### src/rtl/wb_pkg.sv
// Shared types and sizing for the write-back stage and its result buffer.
package wb_pkg;

    localparam int W     = 8;
    localparam int D     = 4;
    localparam int DEPTH = 4;
    localparam int PTR_W = $clog2(DEPTH);
    localparam int CNT_W = PTR_W + 1;

    typedef struct packed {
        logic [D-1:0] addr;
        logic [W-1:0] data;
    } wb_entry_t;

endpackage

### src/rtl/writeback_stage_if.sv
// Producer/decode/register-file signal bundle of the write-back stage.
interface writeback_stage_if;
    import wb_pkg::*;

    logic         AluValid;
    logic [D-1:0] AluAddr;
    logic [W-1:0] AluData;
    logic         LoadReq;
    logic [D-1:0] LoadAddr;
    logic [W-1:0] MemData;
    logic [D-1:0] RaddrA;
    logic [D-1:0] RaddrB;
    logic         FwdHitA;
    logic [W-1:0] FwdDataA;
    logic         FwdHitB;
    logic [W-1:0] FwdDataB;
    logic         HazardA;
    logic         HazardB;
    logic         Stall;
    logic         Overflow;
    logic         WriteEn;
    logic [D-1:0] Waddr;
    logic [W-1:0] DataIn;

    modport master (
        output AluValid, AluAddr, AluData,
        output LoadReq, LoadAddr, MemData,
        output RaddrA, RaddrB,
        input  FwdHitA, FwdDataA, FwdHitB, FwdDataB,
        input  HazardA, HazardB, Stall, Overflow,
        input  WriteEn, Waddr, DataIn
    );

    modport slave (
        input  AluValid, AluAddr, AluData,
        input  LoadReq, LoadAddr, MemData,
        input  RaddrA, RaddrB,
        output FwdHitA, FwdDataA, FwdHitB, FwdDataB,
        output HazardA, HazardB, Stall, Overflow,
        output WriteEn, Waddr, DataIn
    );

endinterface

### src/rtl/wb_fifo.sv
// In-order result buffer: two enqueues and one dequeue per cycle,
// with an age-ordered view of every entry for forwarding.
module wb_fifo
    import wb_pkg::*;
(
    input  logic                    clk,
    input  logic                    rst,
    input  logic                    push0,
    input  wb_entry_t               ent0,
    input  logic                    push1,
    input  wb_entry_t               ent1,
    output logic                    drop,
    output logic                    head_valid,
    output wb_entry_t               head,
    output logic [CNT_W-1:0]        count,
    output logic [DEPTH-1:0]        view_valid,
    output wb_entry_t [DEPTH-1:0]   view
);

    wb_entry_t        mem [DEPTH];
    logic [PTR_W-1:0] rd_ptr;
    logic [PTR_W-1:0] wr_ptr;
    logic [PTR_W-1:0] wr_ptr1;
    logic [CNT_W-1:0] cnt;
    logic [CNT_W-1:0] free;
    logic             pop;
    logic             acc0;
    logic             acc1;

    assign pop  = (cnt != '0);
    // The slot freed by this cycle's pop is usable by this cycle's pushes.
    assign free = CNT_W'(DEPTH) - cnt + CNT_W'(pop);

    always_comb begin
        acc0 = push0 && (free != '0);
        acc1 = push1 && (free > CNT_W'(acc0));
        drop = (push0 && !acc0) || (push1 && !acc1);
    end

    assign wr_ptr1 = wr_ptr + PTR_W'(acc0);

    always_ff @(posedge clk) begin
        if (acc0) mem[wr_ptr] <= ent0;
        if (acc1) mem[wr_ptr1] <= ent1;
    end

    always_ff @(posedge clk) begin
        if (rst) begin
            rd_ptr <= '0;
            wr_ptr <= '0;
            cnt    <= '0;
        end else begin
            rd_ptr <= rd_ptr + PTR_W'(pop);
            wr_ptr <= wr_ptr1 + PTR_W'(acc1);
            cnt    <= cnt + CNT_W'(acc0) + CNT_W'(acc1)
                      - CNT_W'(pop);
        end
    end

    assign head_valid = pop;
    assign head       = mem[rd_ptr];
    assign count      = cnt;

    always_comb begin
        view_valid = '0;
        view       = '0;
        for (int k = 0; k < DEPTH; k++) begin
            view[k]       = mem[rd_ptr + PTR_W'(k)];
            view_valid[k] = (CNT_W'(k) < cnt);
        end
    end

endmodule

### src/rtl/writeback_stage.sv
// Write-back stage: load tracking, result buffering, register-file
// write port, and forwarding/hazard information for decode.
module writeback_stage
    import wb_pkg::*;
(
    input  logic              Clk,
    input  logic              Reset,
    writeback_stage_if.slave  bus
);

    logic                  load_pend;
    logic [D-1:0]          load_pend_addr;
    logic                  overflow_q;
    logic                  drop;
    logic                  head_valid;
    wb_entry_t             head;
    logic [CNT_W-1:0]      count;
    logic [DEPTH-1:0]      view_valid;
    wb_entry_t [DEPTH-1:0] view;
    wb_entry_t             ent_load;
    wb_entry_t             ent_alu;
    logic [CNT_W:0]        occ;
    logic                  hit_a;
    logic                  hit_b;
    logic [W-1:0]          data_a;
    logic [W-1:0]          data_b;

    assign ent_load = '{addr: load_pend_addr, data: bus.MemData};
    assign ent_alu  = '{addr: bus.AluAddr, data: bus.AluData};

    // Load return is older than a same-cycle ALU result.
    wb_fifo u_fifo (
        .clk        (Clk),
        .rst        (Reset),
        .push0      (load_pend),
        .ent0       (ent_load),
        .push1      (bus.AluValid),
        .ent1       (ent_alu),
        .drop       (drop),
        .head_valid (head_valid),
        .head       (head),
        .count      (count),
        .view_valid (view_valid),
        .view       (view)
    );

    always_ff @(posedge Clk) begin
        if (Reset) begin
            load_pend      <= 1'b0;
            load_pend_addr <= '0;
            overflow_q     <= 1'b0;
        end else begin
            load_pend <= bus.LoadReq;
            if (bus.LoadReq) load_pend_addr <= bus.LoadAddr;
            if (drop) overflow_q <= 1'b1;
        end
    end

    // Ascending age scan so the youngest matching entry wins.
    always_comb begin
        hit_a  = 1'b0;
        hit_b  = 1'b0;
        data_a = '0;
        data_b = '0;
        for (int k = 0; k < DEPTH; k++) begin
            if (view_valid[k] && view[k].addr == bus.RaddrA) begin
                hit_a  = 1'b1;
                data_a = view[k].data;
            end
            if (view_valid[k] && view[k].addr == bus.RaddrB) begin
                hit_b  = 1'b1;
                data_b = view[k].data;
            end
        end
    end

    assign occ = {1'b0, count} + (CNT_W+1)'(load_pend);

    assign bus.WriteEn  = head_valid && !Reset;
    assign bus.Waddr    = bus.WriteEn ? head.addr : '0;
    assign bus.DataIn   = bus.WriteEn ? head.data : '0;
    assign bus.FwdHitA  = hit_a && !Reset;
    assign bus.FwdDataA = Reset ? '0 : data_a;
    assign bus.FwdHitB  = hit_b && !Reset;
    assign bus.FwdDataB = Reset ? '0 : data_b;
    assign bus.HazardA  = !Reset && load_pend
                          && (load_pend_addr == bus.RaddrA);
    assign bus.HazardB  = !Reset && load_pend
                          && (load_pend_addr == bus.RaddrB);
    assign bus.Stall    = !Reset
                          && (occ > (CNT_W+1)'(DEPTH - 2));
    assign bus.Overflow = overflow_q && !Reset;

endmodule

### src/flat_wrapper.sv
// flat-port wrapper written by rule: the top's interface ports become plain ports
module writeback_stage_flat import wb_pkg::*;
  (Clk, Reset, bus_AluValid, bus_AluAddr, bus_AluData, bus_LoadReq, bus_LoadAddr, bus_MemData, bus_RaddrA, bus_RaddrB, bus_FwdHitA, bus_FwdDataA, bus_FwdHitB, bus_FwdDataB, bus_HazardA, bus_HazardB, bus_Stall, bus_Overflow, bus_WriteEn, bus_Waddr, bus_DataIn);
  writeback_stage_if bus_i ();
  input  logic Clk;
  input  logic Reset;
  input wire logic [$bits(bus_i.AluValid)-1:0] bus_AluValid;
  input wire logic [$bits(bus_i.AluAddr)-1:0] bus_AluAddr;
  input wire logic [$bits(bus_i.AluData)-1:0] bus_AluData;
  input wire logic [$bits(bus_i.LoadReq)-1:0] bus_LoadReq;
  input wire logic [$bits(bus_i.LoadAddr)-1:0] bus_LoadAddr;
  input wire logic [$bits(bus_i.MemData)-1:0] bus_MemData;
  input wire logic [$bits(bus_i.RaddrA)-1:0] bus_RaddrA;
  input wire logic [$bits(bus_i.RaddrB)-1:0] bus_RaddrB;
  output wire logic [$bits(bus_i.FwdHitA)-1:0] bus_FwdHitA;
  output wire logic [$bits(bus_i.FwdDataA)-1:0] bus_FwdDataA;
  output wire logic [$bits(bus_i.FwdHitB)-1:0] bus_FwdHitB;
  output wire logic [$bits(bus_i.FwdDataB)-1:0] bus_FwdDataB;
  output wire logic [$bits(bus_i.HazardA)-1:0] bus_HazardA;
  output wire logic [$bits(bus_i.HazardB)-1:0] bus_HazardB;
  output wire logic [$bits(bus_i.Stall)-1:0] bus_Stall;
  output wire logic [$bits(bus_i.Overflow)-1:0] bus_Overflow;
  output wire logic [$bits(bus_i.WriteEn)-1:0] bus_WriteEn;
  output wire logic [$bits(bus_i.Waddr)-1:0] bus_Waddr;
  output wire logic [$bits(bus_i.DataIn)-1:0] bus_DataIn;
  assign bus_i.AluValid = bus_AluValid;
  assign bus_i.AluAddr = bus_AluAddr;
  assign bus_i.AluData = bus_AluData;
  assign bus_i.LoadReq = bus_LoadReq;
  assign bus_i.LoadAddr = bus_LoadAddr;
  assign bus_i.MemData = bus_MemData;
  assign bus_i.RaddrA = bus_RaddrA;
  assign bus_i.RaddrB = bus_RaddrB;
  assign bus_FwdHitA = bus_i.FwdHitA;
  assign bus_FwdDataA = bus_i.FwdDataA;
  assign bus_FwdHitB = bus_i.FwdHitB;
  assign bus_FwdDataB = bus_i.FwdDataB;
  assign bus_HazardA = bus_i.HazardA;
  assign bus_HazardB = bus_i.HazardB;
  assign bus_Stall = bus_i.Stall;
  assign bus_Overflow = bus_i.Overflow;
  assign bus_WriteEn = bus_i.WriteEn;
  assign bus_Waddr = bus_i.Waddr;
  assign bus_DataIn = bus_i.DataIn;
  writeback_stage u_core (.Clk(Clk), .Reset(Reset), .bus(bus_i));
endmodule
### config.mk
export PLATFORM = sky130hd
export DESIGN_NAME = writeback_stage_flat
export DESIGN_NICKNAME = d
export VERILOG_FILES = /design/src/rtl/wb_pkg.sv /design/src/rtl/writeback_stage_if.sv /design/src/rtl/wb_fifo.sv /design/src/rtl/writeback_stage.sv /design/src/flat_wrapper.sv
export SDC_FILE = /design/constraint.sdc
export NUM_CORES = 1
export LEC_CHECK = 0
export CAP_MARGIN = 20
export CELL_PAD_IN_SITES_DETAIL_PLACEMENT = 0
export CELL_PAD_IN_SITES_GLOBAL_PLACEMENT = 1
export CORE_MARGIN = 4
export CORE_UTILIZATION = 24
export DETAILED_ROUTE_END_ITERATION = 16
export DONT_BUFFER_PORTS = 1
export PLACE_DENSITY = 0.5
export SYNTH_ARGS = -nofsm -noshare
export SYNTH_HDL_FRONTEND = slang
export SYNTH_SLANG_ARGS = --single-unit
export TNS_END_PERCENT = 30
### constraint.sdc
create_clock -name Clk -period 3.5 [get_ports Clk]
set_input_delay 0.35 -clock Clk [delete_from_list [all_inputs] [get_ports Clk]]
set_output_delay 0.35 -clock Clk [all_outputs]
set_load 0.05 [all_outputs]
==> results.py <==
metrics = {
    "outcome": {
        "status": "finished clean",
    },
    "placed_design": {
        "port-buffer-count": 0,
        "hpwl_mm": 12.38,
        "post-place-ws_ns": 0.06451,
        "gp_congestion": 0.7918,
    },
    "synth": {
        "netlist_area_um2": 5187,
        "synth_edf_count": 48,
        "synth_ff_type": "edfxtp_1",
        "syn-instance-count": 499,
        "yosysTopAreaCell": "edfxtp_1",
        "synth.top_cells.by_area": "edfxtp_1 (28%), mux2_2 (13%), mux4_2 (8.2%), mux2i_1 (5.6%), dfxtp_1 (5.0%)",
        "synth_seq_cells": 61,
        "synth_top_area_frac": 0.2779,
        "yosysSeqAreaShare": 0.3280,
        "async_flop_share": 0,
        "syn-num-nets": 549,
        "yosysWarnings": 0,
        "synth_cell_type_count": 47,
        "avgSynthCellArea_um2": 10.40,
    },
    "sta": {
        "period_share": 0.9773,
        "relSlewSlack": 0.3759,
        "worst_pin_slew_ns": 0.9342,
        "layout_min_cycle_time_ns": 3.420,
        "finalSetupViolCount": 0,
        "worst_slack_ns": 0.07954,
        "hold_violations": 0,
        "rsz0062_at_grt": "no",
        "skew_ns": 0.005930,
        "drv_slew": 0,
        "max_freq_mhz": 292.4,
    },
    "job": {
        "drv_cap": 0,
    },
    "setup_path": {
        "slowest_delay_ns": 0.57,
        "rr_startpoint": "u_core.u_fifo.count[2]",
        "worstPathArrival_ns": 3.07,
        "endpoint_kind": "output port",
        "slowest_stage": "or4_4",
        "crit_buf_inv": 1,
        "crit_type": "flop to output port",
        "crit_chain": "mux4_2, xor2_1, or4_4, or2_1, a31o_1, a221o_1, buf_4",
        "setup.worst_path.start_class": "flop",
        "cp_max_fo": 7,
        "ff2ff_path_depth": 15,
        "critPathTopFamily": "simple AND/OR/NAND/NOR gates",
        "startpoint": "u_core.u_fifo.mem[3][8]",
        "cp.required_ns": 3.15,
        "critical_path_depth": 7,
    },
    "finish": {
        "drive_above_1_share": 0.3507,
        "nNetsFinal": 581,
        "antenna_cells": 0,
        "fin_util": 0.2992,
        "layout_commonest_cell": "mux2_2",
        "area_growth_syn_to_layout_pct": 22.00,
        "layout_common_cells": "mux2_2 (59), buf_4 (56), edfxtp_1 (48)",
        "fillerInstances": 2156,
    },
    "route": {
        "drc": 0,
        "totalWireLength_mm": 15.90,
        "ant_nets": 0,
        "dr.first_iter.drc_count": 209,
        "avgRoutedWirePerCell_um": 19.61,
        "vias": 3968,
        "avgViaCountPerCell": 4.893,
        "first_pass_iters": 5,
    },
    "cts": {
        "clk_pin_slew_ns": 0.05,
        "root_buffer": "clkbuf_16",
        "cts-htree-levels": 3,
        "worstSkewPairLatency_ns": 0.33,
        "cts_hold_buffers": 0,
        "numCtsBuffers": 9,
        "cts_tree": "built",
        "cts.path.max_buffers": 2,
        "cts.sink_count": 61,
    },
    "min_path": {
        "hp-start": "Reset",
        "min_path_cells": 1,
        "hold_class": "primary input to flop",
    },
    "pwr": {
        "ir_drop_uv": 282.4,
        "pwr_density_cell_nw_per_um2": 944.0,
        "p_leak_uw": 0.002267,
    },
    "global_routing": {
        "grt_use_total": 0.1296,
        "grt_pass1_vias": 3875,
        "grt_pass1_wl_mm": 23.88,
        "overflow": 0,
        "grt_max_degree": 37,
        "grt_antenna_before_repair": 0,
    },
    "floorplanning": {
        "die_h_um": 155.0,
        "dieArea_um2": 24030,
        "rows": 53,
        "core-area_um2": 21150,
        "ios": 71,
        "start_util": 0.2452,
        "fp.dieW_um": 155.0,
    },
}
## registers in the layout (all words and copies together) (netlist names)
register	count
u_core.u_fifo.mem	48
u_core.overflow_q	1
u_core.load_pend_addr	4
u_core.load_pend	1
u_core.u_fifo.rd_ptr	2
u_core.u_fifo.wr_ptr	2
u_core.u_fifo.count	3
## timing repair
action,CTS,global route
buffers inserted,0,10
cloned,0,1
gates resized for setup,5,16
pin swaps,0,3
endpoints found under the setup margin,15,95
## kinds of logic (layout without fill, tap and decap cells)
kind of cell               count (synthesis)  after routing  share of synthesized area
AOI/OAI and AO/OA                         81             81                     0.1059
xor gates and xnor gates                  46             46                    0.07767
adders and majority gates                 14             14                    0.03666
buffers and inverters                     57             94                    0.05017
DFF                                       61             61                     0.3280
muxes                                    109            109                     0.2767
and+or+nand+nor                          131            131                     0.1249
## power breakdown
part           internal [uW]  switching (uW)
logic                   1560            2200
clock network            618             305
registers               1110             187
total                   3290            2690
## final timing paths
path	to	slack (ns)
worst max register to register	u_core.u_fifo.mem[3][3]	0.21
worst min-delay path	u_core.u_fifo.rd_ptr[0]	0.11
worst max-delay path	bus_FwdDataB[0]	0.08
worst min register to register	u_core.overflow_q	0.53
## worst reg2reg max path, delay by kind of cell, from the launching register on
kind / cells / cell delay, ns
AO/OA/AOI/OAI: 1 / 0.19
XOR/XNOR: 1 / 0.14
adder cells (fa/ha/maj): 3 / 0.61
buffers and inverters: 3 / 0.33
flip-flops: 1 / 0.31
multiplexers: 1 / 0.34
AND/OR/NAND/NOR: 6 / 1.10
## Yosys cell counts (7+ instances only)
cell type,n
o21bai_1,7
ha_1,12
nand3_1,12
o21ai_0,17
nor3_1,21
and2_1,9
mux2i_1,29
nand2_1,24
dfxtp_1,13
inv_1,12
mux4_2,19
a21oi_1,19
clkbuf_1,27
mux2_2,59
xnor2_1,28
xor2_1,18
edfxtp_1,48
nor2_1,33
buf_2,7
nor2b_1,11
## metrics by stage
stage | cells | setup TNS, ns | instance area [um2] | hold WS [ns] | total power, uW
after floorplan | 499 | -8.350 | 5236 | 0.4813 | 3906
after global placement | 784 | 0 | 5848 | 0.4283 | 4877
after detailed placement | 784 | 0 | 5848 | 0.4274 | 4915
after CTS | 800 | 0 | 6177 | 0.08270 | 5874
after global routing | 811 | 0 | 6329 | 0.09332 | 6352
final | 811 | 0 | 6329 | 0.1135 | 5974
## per-layer routing
metal  vias up  GRT usage  share of wire
li1       1912          -              -
met1      1934     0.1763           0.46
met2       109     0.1978           0.45
met3        13    0.03978          0.074
met4         0    0.03953          0.014
met5         -          0              0
## cell type report
class | instances | area, um2 | share of cell area
inverters | 12 | 45.04 | 0.007117
repair buffers | 66 | 570.5 | 0.09015
clock buffers | 9 | 225.2 | 0.03559
multi-input cells | 381 | 3347 | 0.5289
clock inverters | 7 | 90.09 | 0.01423
flip-flops and latches | 61 | 1707 | 0.2697
well taps | 275 | 344.1 | 0.05437
Power figures use the tool's default switching activity.
